--- src/rtl/ram8_arbiter_pkg.sv ---
// ram8_arbiter_pkg: shared state encoding and default widths for the ram8 arbiter
package ram8_arbiter_pkg;
  localparam int DEF_DATA_W = 16;
  localparam int DEF_ADDR_W = 3;
  typedef enum logic [1:0] {IDLE = 2'd0, ACCESS = 2'd1, ACK = 2'd2} state_t;
endpackage

--- src/rtl/ram8_arbiter_if.sv ---
// ram8_arbiter_if: two-requester req/ack handshake bundle plus arbiter status
interface ram8_arbiter_if
  import ram8_arbiter_pkg::*;
#(
  parameter int DATA_W = DEF_DATA_W,
  parameter int ADDR_W = DEF_ADDR_W
);
  logic              req0, we0, ack0;
  logic [ADDR_W-1:0] addr0;
  logic [DATA_W-1:0] wdata0;
  logic              req1, we1, ack1;
  logic [ADDR_W-1:0] addr1;
  logic [DATA_W-1:0] wdata1;
  logic [DATA_W-1:0] rdata;
  logic              busy, gnt_id;
  modport master (
    output req0, we0, addr0, wdata0, req1, we1, addr1, wdata1,
    input  ack0, ack1, rdata, busy, gnt_id
  );
  modport slave (
    input  req0, we0, addr0, wdata0, req1, we1, addr1, wdata1,
    output ack0, ack1, rdata, busy, gnt_id
  );
endinterface

--- src/rtl/ram8_arbiter_rr_pick2.sv ---
// rr_pick2: combinational two-way round-robin picker, ptr breaks ties
module rr_pick2 (
  input  logic req0,
  input  logic req1,
  input  logic ptr,
  output logic valid,
  output logic winner
);
  assign valid  = req0 | req1;
  assign winner = (req0 & req1) ? ptr : req1;
endmodule

--- src/rtl/ram8_arbiter.sv ---
// ram8_arbiter: round-robin sequencer giving two requesters serialised access to ram8
module ram8_arbiter
  import ram8_arbiter_pkg::*;
#(
  parameter int DATA_W = DEF_DATA_W,
  parameter int ADDR_W = DEF_ADDR_W
) (
  input  logic              clk,
  input  logic              rst_n,
  ram8_arbiter_if.slave     bus,
  output logic [DATA_W-1:0] mem_in,
  output logic [ADDR_W-1:0] mem_addr,
  output logic              mem_load,
  input  logic [DATA_W-1:0] mem_out
);
  state_t state;
  logic   ptr, valid, winner;
  rr_pick2 u_pick (.req0(bus.req0), .req1(bus.req1), .ptr, .valid, .winner);
  assign bus.busy = state != IDLE;
  // mem_addr/mem_in/mem_load double as the latched command; mem_load carries we through ACCESS
  always_ff @(posedge clk or negedge rst_n)
    if (!rst_n) begin
      state      <= IDLE;
      ptr        <= 1'b0;
      bus.gnt_id <= 1'b0;
      bus.ack0   <= 1'b0;
      bus.ack1   <= 1'b0;
      bus.rdata  <= '0;
      mem_in     <= '0;
      mem_addr   <= '0;
      mem_load   <= 1'b0;
    end else
      case (state)
        IDLE: if (valid) begin
          state      <= ACCESS;
          bus.gnt_id <= winner;
          mem_load   <= winner ? bus.we1 : bus.we0;
          mem_addr   <= winner ? bus.addr1 : bus.addr0;
          mem_in     <= winner ? bus.wdata1 : bus.wdata0;
        end
        ACCESS: begin
          state    <= ACK;
          if (!mem_load) bus.rdata <= mem_out;
          mem_load <= 1'b0;
          bus.ack0 <= !bus.gnt_id;
          bus.ack1 <= bus.gnt_id;
        end
        ACK: begin
          state    <= IDLE;
          bus.ack0 <= 1'b0;
          bus.ack1 <= 1'b0;
          ptr      <= !bus.gnt_id;
        end
        default: state <= IDLE;
      endcase
endmodule

--- src/flat_wrapper.sv ---
// flat-port wrapper written by rule: the top's interface ports become plain ports
module ram8_arbiter_flat import ram8_arbiter_pkg::*;
#(
  parameter int DATA_W = DEF_DATA_W,
  parameter int ADDR_W = DEF_ADDR_W
)
  (clk, rst_n, mem_in, mem_addr, mem_load, mem_out, bus_req0, bus_we0, bus_addr0, bus_wdata0, bus_req1, bus_we1, bus_addr1, bus_wdata1, bus_ack0, bus_ack1, bus_rdata, bus_busy, bus_gnt_id);
  ram8_arbiter_if #(.DATA_W(DATA_W), .ADDR_W(ADDR_W)) bus_i ();
  input  logic clk;
  input  logic rst_n;
  output logic [DATA_W-1:0] mem_in;
  output logic [ADDR_W-1:0] mem_addr;
  output logic mem_load;
  input  logic [DATA_W-1:0] mem_out;
  input wire logic [$bits(bus_i.req0)-1:0] bus_req0;
  input wire logic [$bits(bus_i.we0)-1:0] bus_we0;
  input wire logic [$bits(bus_i.addr0)-1:0] bus_addr0;
  input wire logic [$bits(bus_i.wdata0)-1:0] bus_wdata0;
  input wire logic [$bits(bus_i.req1)-1:0] bus_req1;
  input wire logic [$bits(bus_i.we1)-1:0] bus_we1;
  input wire logic [$bits(bus_i.addr1)-1:0] bus_addr1;
  input wire logic [$bits(bus_i.wdata1)-1:0] bus_wdata1;
  output wire logic [$bits(bus_i.ack0)-1:0] bus_ack0;
  output wire logic [$bits(bus_i.ack1)-1:0] bus_ack1;
  output wire logic [$bits(bus_i.rdata)-1:0] bus_rdata;
  output wire logic [$bits(bus_i.busy)-1:0] bus_busy;
  output wire logic [$bits(bus_i.gnt_id)-1:0] bus_gnt_id;
  assign bus_i.req0 = bus_req0;
  assign bus_i.we0 = bus_we0;
  assign bus_i.addr0 = bus_addr0;
  assign bus_i.wdata0 = bus_wdata0;
  assign bus_i.req1 = bus_req1;
  assign bus_i.we1 = bus_we1;
  assign bus_i.addr1 = bus_addr1;
  assign bus_i.wdata1 = bus_wdata1;
  assign bus_ack0 = bus_i.ack0;
  assign bus_ack1 = bus_i.ack1;
  assign bus_rdata = bus_i.rdata;
  assign bus_busy = bus_i.busy;
  assign bus_gnt_id = bus_i.gnt_id;
  ram8_arbiter #(.DATA_W(DATA_W), .ADDR_W(ADDR_W)) u_core (.clk(clk), .rst_n(rst_n), .bus(bus_i), .mem_in(mem_in), .mem_addr(mem_addr), .mem_load(mem_load), .mem_out(mem_out));
endmodule
--- config.mk ---
export PLATFORM = sky130hd
export DESIGN_NAME = ram8_arbiter_flat
export DESIGN_NICKNAME = d
export VERILOG_FILES = /design/src/rtl/ram8_arbiter_pkg.sv /design/src/rtl/ram8_arbiter_if.sv /design/src/rtl/ram8_arbiter_rr_pick2.sv /design/src/rtl/ram8_arbiter.sv /design/src/flat_wrapper.sv
export SDC_FILE = /design/constraint.sdc
export NUM_CORES = 1
export LEC_CHECK = 0
export ABC_AREA = 1
export BUFFER_PORTS_ARGS = -buffer_cell sky130_fd_sc_hd__buf_2
export CAP_MARGIN = 30
export CORE_UTILIZATION = 41
export CTS_BUF_LIST = sky130_fd_sc_hd__clkbuf_16
export DETAILED_ROUTE_END_ITERATION = 6
export GPL_TIMING_DRIVEN = 0
export MAX_ROUTING_LAYER = met4
export PLACE_DENSITY = 0.75
export REMOVE_ABC_BUFFERS = 1
export SETUP_SLACK_MARGIN = 0.5
export SLEW_MARGIN = 25
export SYNTH_ARGS = -nofsm -noshare
export SYNTH_HDL_FRONTEND = slang
export SYNTH_SLANG_ARGS = --single-unit
--- constraint.sdc ---
create_clock -name clk -period 1.3 [get_ports clk]
set_clock_uncertainty 0.2 [all_clocks]
set_input_delay 0.195 -clock clk [delete_from_list [all_inputs] [get_ports clk]]
set_output_delay 0.195 -clock clk [all_outputs]
set_load 0.05 [all_outputs]
# [Word-level counts from Yosys, hierarchy flattened]
# Index checks and enable logic that the tools add are counted.
[word_totals] register_bits=42 inputBits=60 wordCells=33
[classes] n_eq_ne=3 mux=10 bitwise=3 reduce_logical=8
[ops] operator="$mux W16" n=1
[ops] operator="$pmux W1 S2" n=3
[ops] operator="$reduce_and A2 Y1" n=3
[ops] operator="$reduce_bool A2 Y1" n=3
[ops] operator="$pmux W2 S2" n=1
[ops] operator="$mux W1" n=3
[ops] operator="$mux W3" n=1
[ops] operator="$eq A2 B1 Y1 const B" n=1
[ops] operator="$eq A2 B2 Y1 const B" n=1
[ops] operator="$logic_not A2 Y1" n=1
[ops] operator="$mux W2" n=1
[ops] operator="$ne A2 B2 Y1 const B" n=1
[ops] operator="$and A1 B1 Y1" n=1
[ops] operator="$logic_not A1 Y1" n=1
[ops] operator="$not A1 Y1" n=1
[ops] operator="$or A1 B1 Y1" n=1

# [Logic depth before layout (Yosys ltp)]
[logic_depth] depth_word=5 ltp_mapped=8 mapped_depth_nobuf=7

# [Modules after synthesis]
# Synthesis repeated with hierarchy kept, for this count alone.
[hier_totals] hier_cells=258 hier_area_um2=2028.2
[by_module_without_submodules] mod="ram8_arbiter" n_inst=1 cells_each=253 area_per_inst_um2=2005.7 seq_area_each_um2=1051.0
[by_module_without_submodules] mod="rr_pick2" n_inst=1 cells_each=5 area_per_inst_um2=22.5 seq_area_each_um2=0.0

# [Worst setup path after synthesis]
# Ideal clock, no wire load.
[synth_path] path_kind="reg-to-reg" from="register u_core.state[0]" to="register u_core.mem_addr[0]" setup_ns=0.118 arrival_time_ns=1.476 required_ns=0.982 setup_slack_ns=-0.494 stages_incl_launch_ff=9 path_cell_list="dfrtp_1 > inv_1 > ha_1 > inv_1 > nor2_2 > buf_4 > buf_6 > nand3_1 > nand2_1"
[synth_via] elab_chain_len=2
[synth_lines] item="start, declared" line="ram8_arbiter.sv:16" text="state_t state;"
[synth_lines] item="start signal, assigned" line="ram8_arbiter.sv:23" text="state <= IDLE;"
[synth_lines] item="start signal, assigned" line="ram8_arbiter.sv:35" text="state <= ACCESS;"
[synth_lines] item="start signal, assigned" line="ram8_arbiter.sv:42" text="state <= ACK;"
[synth_lines] item="$logic_not A2 Y1" line="ram8_arbiter.sv:33" text="case (state)"
[synth_lines] item="$reduce_and A2 Y1 (no source line)"
[synth_lines] item="end signal, assigned" line="ram8_arbiter.sv:38" text="mem_addr <= winner ? bus.addr1 : bus.addr0;"
[synth_lines] item="end, declared" line="ram8_arbiter.sv:12" text="output logic [ADDR_W-1:0] mem_addr,"
# No other way between the ends.
# A chain may end at the register's enable or synchronous reset.

# [Worst setup path in the final report]
[layout_path] from="register u_core.state[1]" to="register u_core.mem_load"
[layout_via] elab_chain_len=3
[layout_lines] item="$eq A2 B1 Y1 / $logic_not A2 Y1 (equally long branches)" line="ram8_arbiter.sv:33"
[layout_lines] item="$reduce_bool A2 Y1 (no source line) / $ne A2 B2 Y1 (equally long branches)"
[layout_lines] item="$reduce_and A2 Y1 (no source line)"
[layout_lines] item="end signal, assigned" line="ram8_arbiter.sv:37" text="mem_load <= winner ? bus.we1 : bus.we0;"
[layout_lines] item="end, declared" line="ram8_arbiter.sv:13" text="output logic mem_load,"
# Parallel ways exist; a longest one is shown, timed or not.

==> flow_summary.ini <==
[run_status]
status = complete, but fails checks
violations = negative hold slack, negative setup slack

[clocking]
path_clk_slew_ns = 0.06
cts_buffer_depth = 2
clk_latency_ns = 0.29
htree_levels = 2
cts-root-buf = clkbuf_16
cts_sinks = 42
numCtsBuffers = 5
cts_tree = yes

[synth]
synth_cells = 257
yosysMostFrequentCell = nand2_1
synthFlopType = dfrtp_1
async_reset_ff_frac = 1.00
syn_area_um2 = 2060
ys_ff_latch = 42
synth_seq_area_share = 0.511
synthTopCellsByArea = dfrtp_1 (51%), nand2_1 (18%), nand3_1 (9.0%)
synth_common_cells = nand2_1 (101), dfrtp_1 (42), nand3_1 (37), inv_1 (28), nand3b_1 (20)
yosysWarnings = 0
synth_edf_count = 0
synth_cell_types = 16
syn_avg_cell_area_um2 = 8.00
yosys.area.top_type = dfrtp_1
synth_top_area_frac = 0.511

[cells_and_area]
n_antenna_cell = 0
stdcell_count = 469
syn2layout_area_growth_pct = 82.3
layout.nets = 465
drive_above_1_share = 0.542

[floorplan]
die_area_um2 = 5300
dieHeight_um = 72.8
initial_utilization = 0.430
core_um2 = 4790
io_pins = 100
fp.dieW_um = 72.8
rows = 25

[placed_design]
io_buffers = 99
dpl.cell_count = 409
gp_congestion = 0.744
dp_hpwl_um = 3300
place_ws_ns = -1.29

[power_and_ir_drop]
p_total_w = 0.0118
seqPwrFrac = 0.213
clkPwrFrac = 0.102
power_leakage_nw = 1.98
sw_frac_of_total = 0.485
combPwrFrac = 0.685
peakVddDrop_uv = 1740
internal-power_w = 0.00608
p_switching_w = 0.00573
powerDensity_nw_per_um2 = 3150

[route]
detail_route.first_pass.iterations = 4
routed_wirelength_um = 6940
antenna_left = 0
vias = 2286
drc = 0
drt-initial-drc-count = 60
via_per_inst = 4.87
wl_per_cell_um = 14.8

[grt]
grt_pass1_vias = 2040
grt_overflow = 0
grt_max_degree = 43
busiest_layer = met2
grtUsageTotal = 0.240
use_met2 = 0.414
antenna_found_initial = 0
grt_pass1_wl_um = 9310
grtUsageMet3 = 0.0649
gr-usage-met1 = 0.262

[min_path]
hp-class = input pin to asynchronous set/reset pin

[sta]
fin_hold_ws_ns = -0.305
layout_min_cycle_time_ns = 1.70
fin_ws_ns = -0.398
timing.final.crit_share = 1.31
finalMaxSlewViolations = 0
setup_viol = 43
rsz0062_at_grt = true
hold_viol_final = 58
worst_pin_slew_ns = 0.540
slew_headroom = 0.640
max_freq_ghz = 0.589

[setup_path]
end_kind = flip-flop
path_class = flip-flop to flip-flop
start_kind = flip-flop
crit_fanout = 5
cp.arrival_ns = 1.67
required_ns = 1.27

[run]
cap_violations = 0
## flip-flops by register name (all words and copies together) (netlist names)
name,count
u_core.state,2
u_core.mem_addr,3
u_core.bus.gnt_id,1
u_core.bus.ack0,1
u_core.mem_in,16
u_core.mem_load,1
u_core.bus.rdata,16
u_core.ptr,1
u_core.bus.ack1,1
## power by group through the flow
stage          Clock (W)  Sequential, W  Combinational (W)
4_1_cts          0.00122        0.00244            0.00666
3_3_place_gp           0        0.00230            0.00459
2_1_floorplan          0        0.00439            0.00141
6_report         0.00120        0.00252            0.00809
5_1_grt          0.00128        0.00256            0.00848
3_5_place_dp           0        0.00231            0.00466
## what timing repair did
item,4_1_cts,5_1_grt
endpoints found under the hold margin,59,58
gates cloned,4,2
pin swaps,5,25
gates resized for setup,118,58
setup endpoints to repair,124,82
buffers inserted,25,21
## metal layers
metal  part of all wire  up-vias
li1                   -     1094
met2               0.53      105
met4              0.034        0
met3              0.055       21
met5                  0        -
met1               0.38     1066
## kinds of logic after synthesis
kind of cell             after synthesis  synth area share
buffers and inverters                 43            0.0907
AND/OR/NAND/NOR                      161             0.356
AO/OA/AOI/OAI                          7            0.0176
adder cells (fa/ha/maj)                4            0.0243
flip-flops                            42             0.511
## layout by cell type, fill, tap and decap left out
cell type	count
o21ai_2	4
buf_12	3
buf_8	2
nand3_4	1
nand2_2	28
o22ai_2	1
o21ai_1	1
clkinv_1	1
inv_2	2
buf_2	58
nor3_1	1
clkbuf_16	6
nand3_1	26
buf_4	34
ha_4	4
nor2_2	1
nand2_8	3
a21oi_1	1
dfrtp_1	42
buf_6	48
nand3b_1	20
buf_16	1
clkinv_2	2
nor2_4	2
nand2_1	69
inv_6	1
inv_1	23
inv_4	1
nand2_4	2
clkinvlp_4	4
nand3_2	10
## worst max-delay path: stages (launching register included)
cell and delay [ns]:
dfrtp_1 0.40, inv_2 0.09, ha_4 0.16, inv_6 0.04, nor2_4 0.21, clkinvlp_4 0.20
clkbuf_16 0.19, nand2_2 0.05, nand2_1 0.05
## per-stage QoR
| stage | hold slack [ns] | util | TNS, ns | area (um2) |
|---|---|---|---|---|
| floorplan | -0.301 | - | -28.41 | 1980 |
| global placement | 0.179 | 0.534 | -40.01 | 2560 |
| detailed placement | 0.189 | 0.534 | -41.07 | 2560 |
| CTS | -0.289 | 0.697 | -8.06 | 3330 |
| global route | -0.259 | 0.783 | -15.18 | 3750 |
| finish | -0.305 | 0.783 | -13.25 | 3750 |
## final cells by class
type                            instances  area, um2
Clock inverter                          3       16.3
Multi-Input combinational cell        174       1110
Timing Repair Buffer                  147       1230
Clock buffer                            5        125
Fill cell                             326       1040
Tap cell                               67       83.8
Inverter                               29        121
Timing Repair inverter                  2       15.0
Sequential cell                        42       1050
## worst paths after layout
check | from | to | slack [ns] | depth (start not counted)
setup / recovery | u_core.state[1]$_DFFE_PN0P_ | u_core.mem_load$_DFFE_PN0P_ | -0.40 | 8
hold / removal | rst_n | u_core.bus.rdata[2]$_DFFE_PN0P_ | -0.31 | 1
setup reg to reg | u_core.state[1]$_DFFE_PN0P_ | u_core.mem_load$_DFFE_PN0P_ | -0.40 | 8
hold reg to reg | u_core.mem_addr[2]$_DFFE_PN0P_ | u_core.mem_addr[2]$_DFFE_PN0P_ | 0.31 | 2
max in group asynchronous | rst_n | u_core.mem_in[14]$_DFFE_PN0P_ | 0.84 | 1
min in group clk | mem_out[15] | u_core.bus.rdata[15]$_DFFE_PN0P_ | -0.06 | 3
No activity file was read; power rests on OpenSTA's default activity.
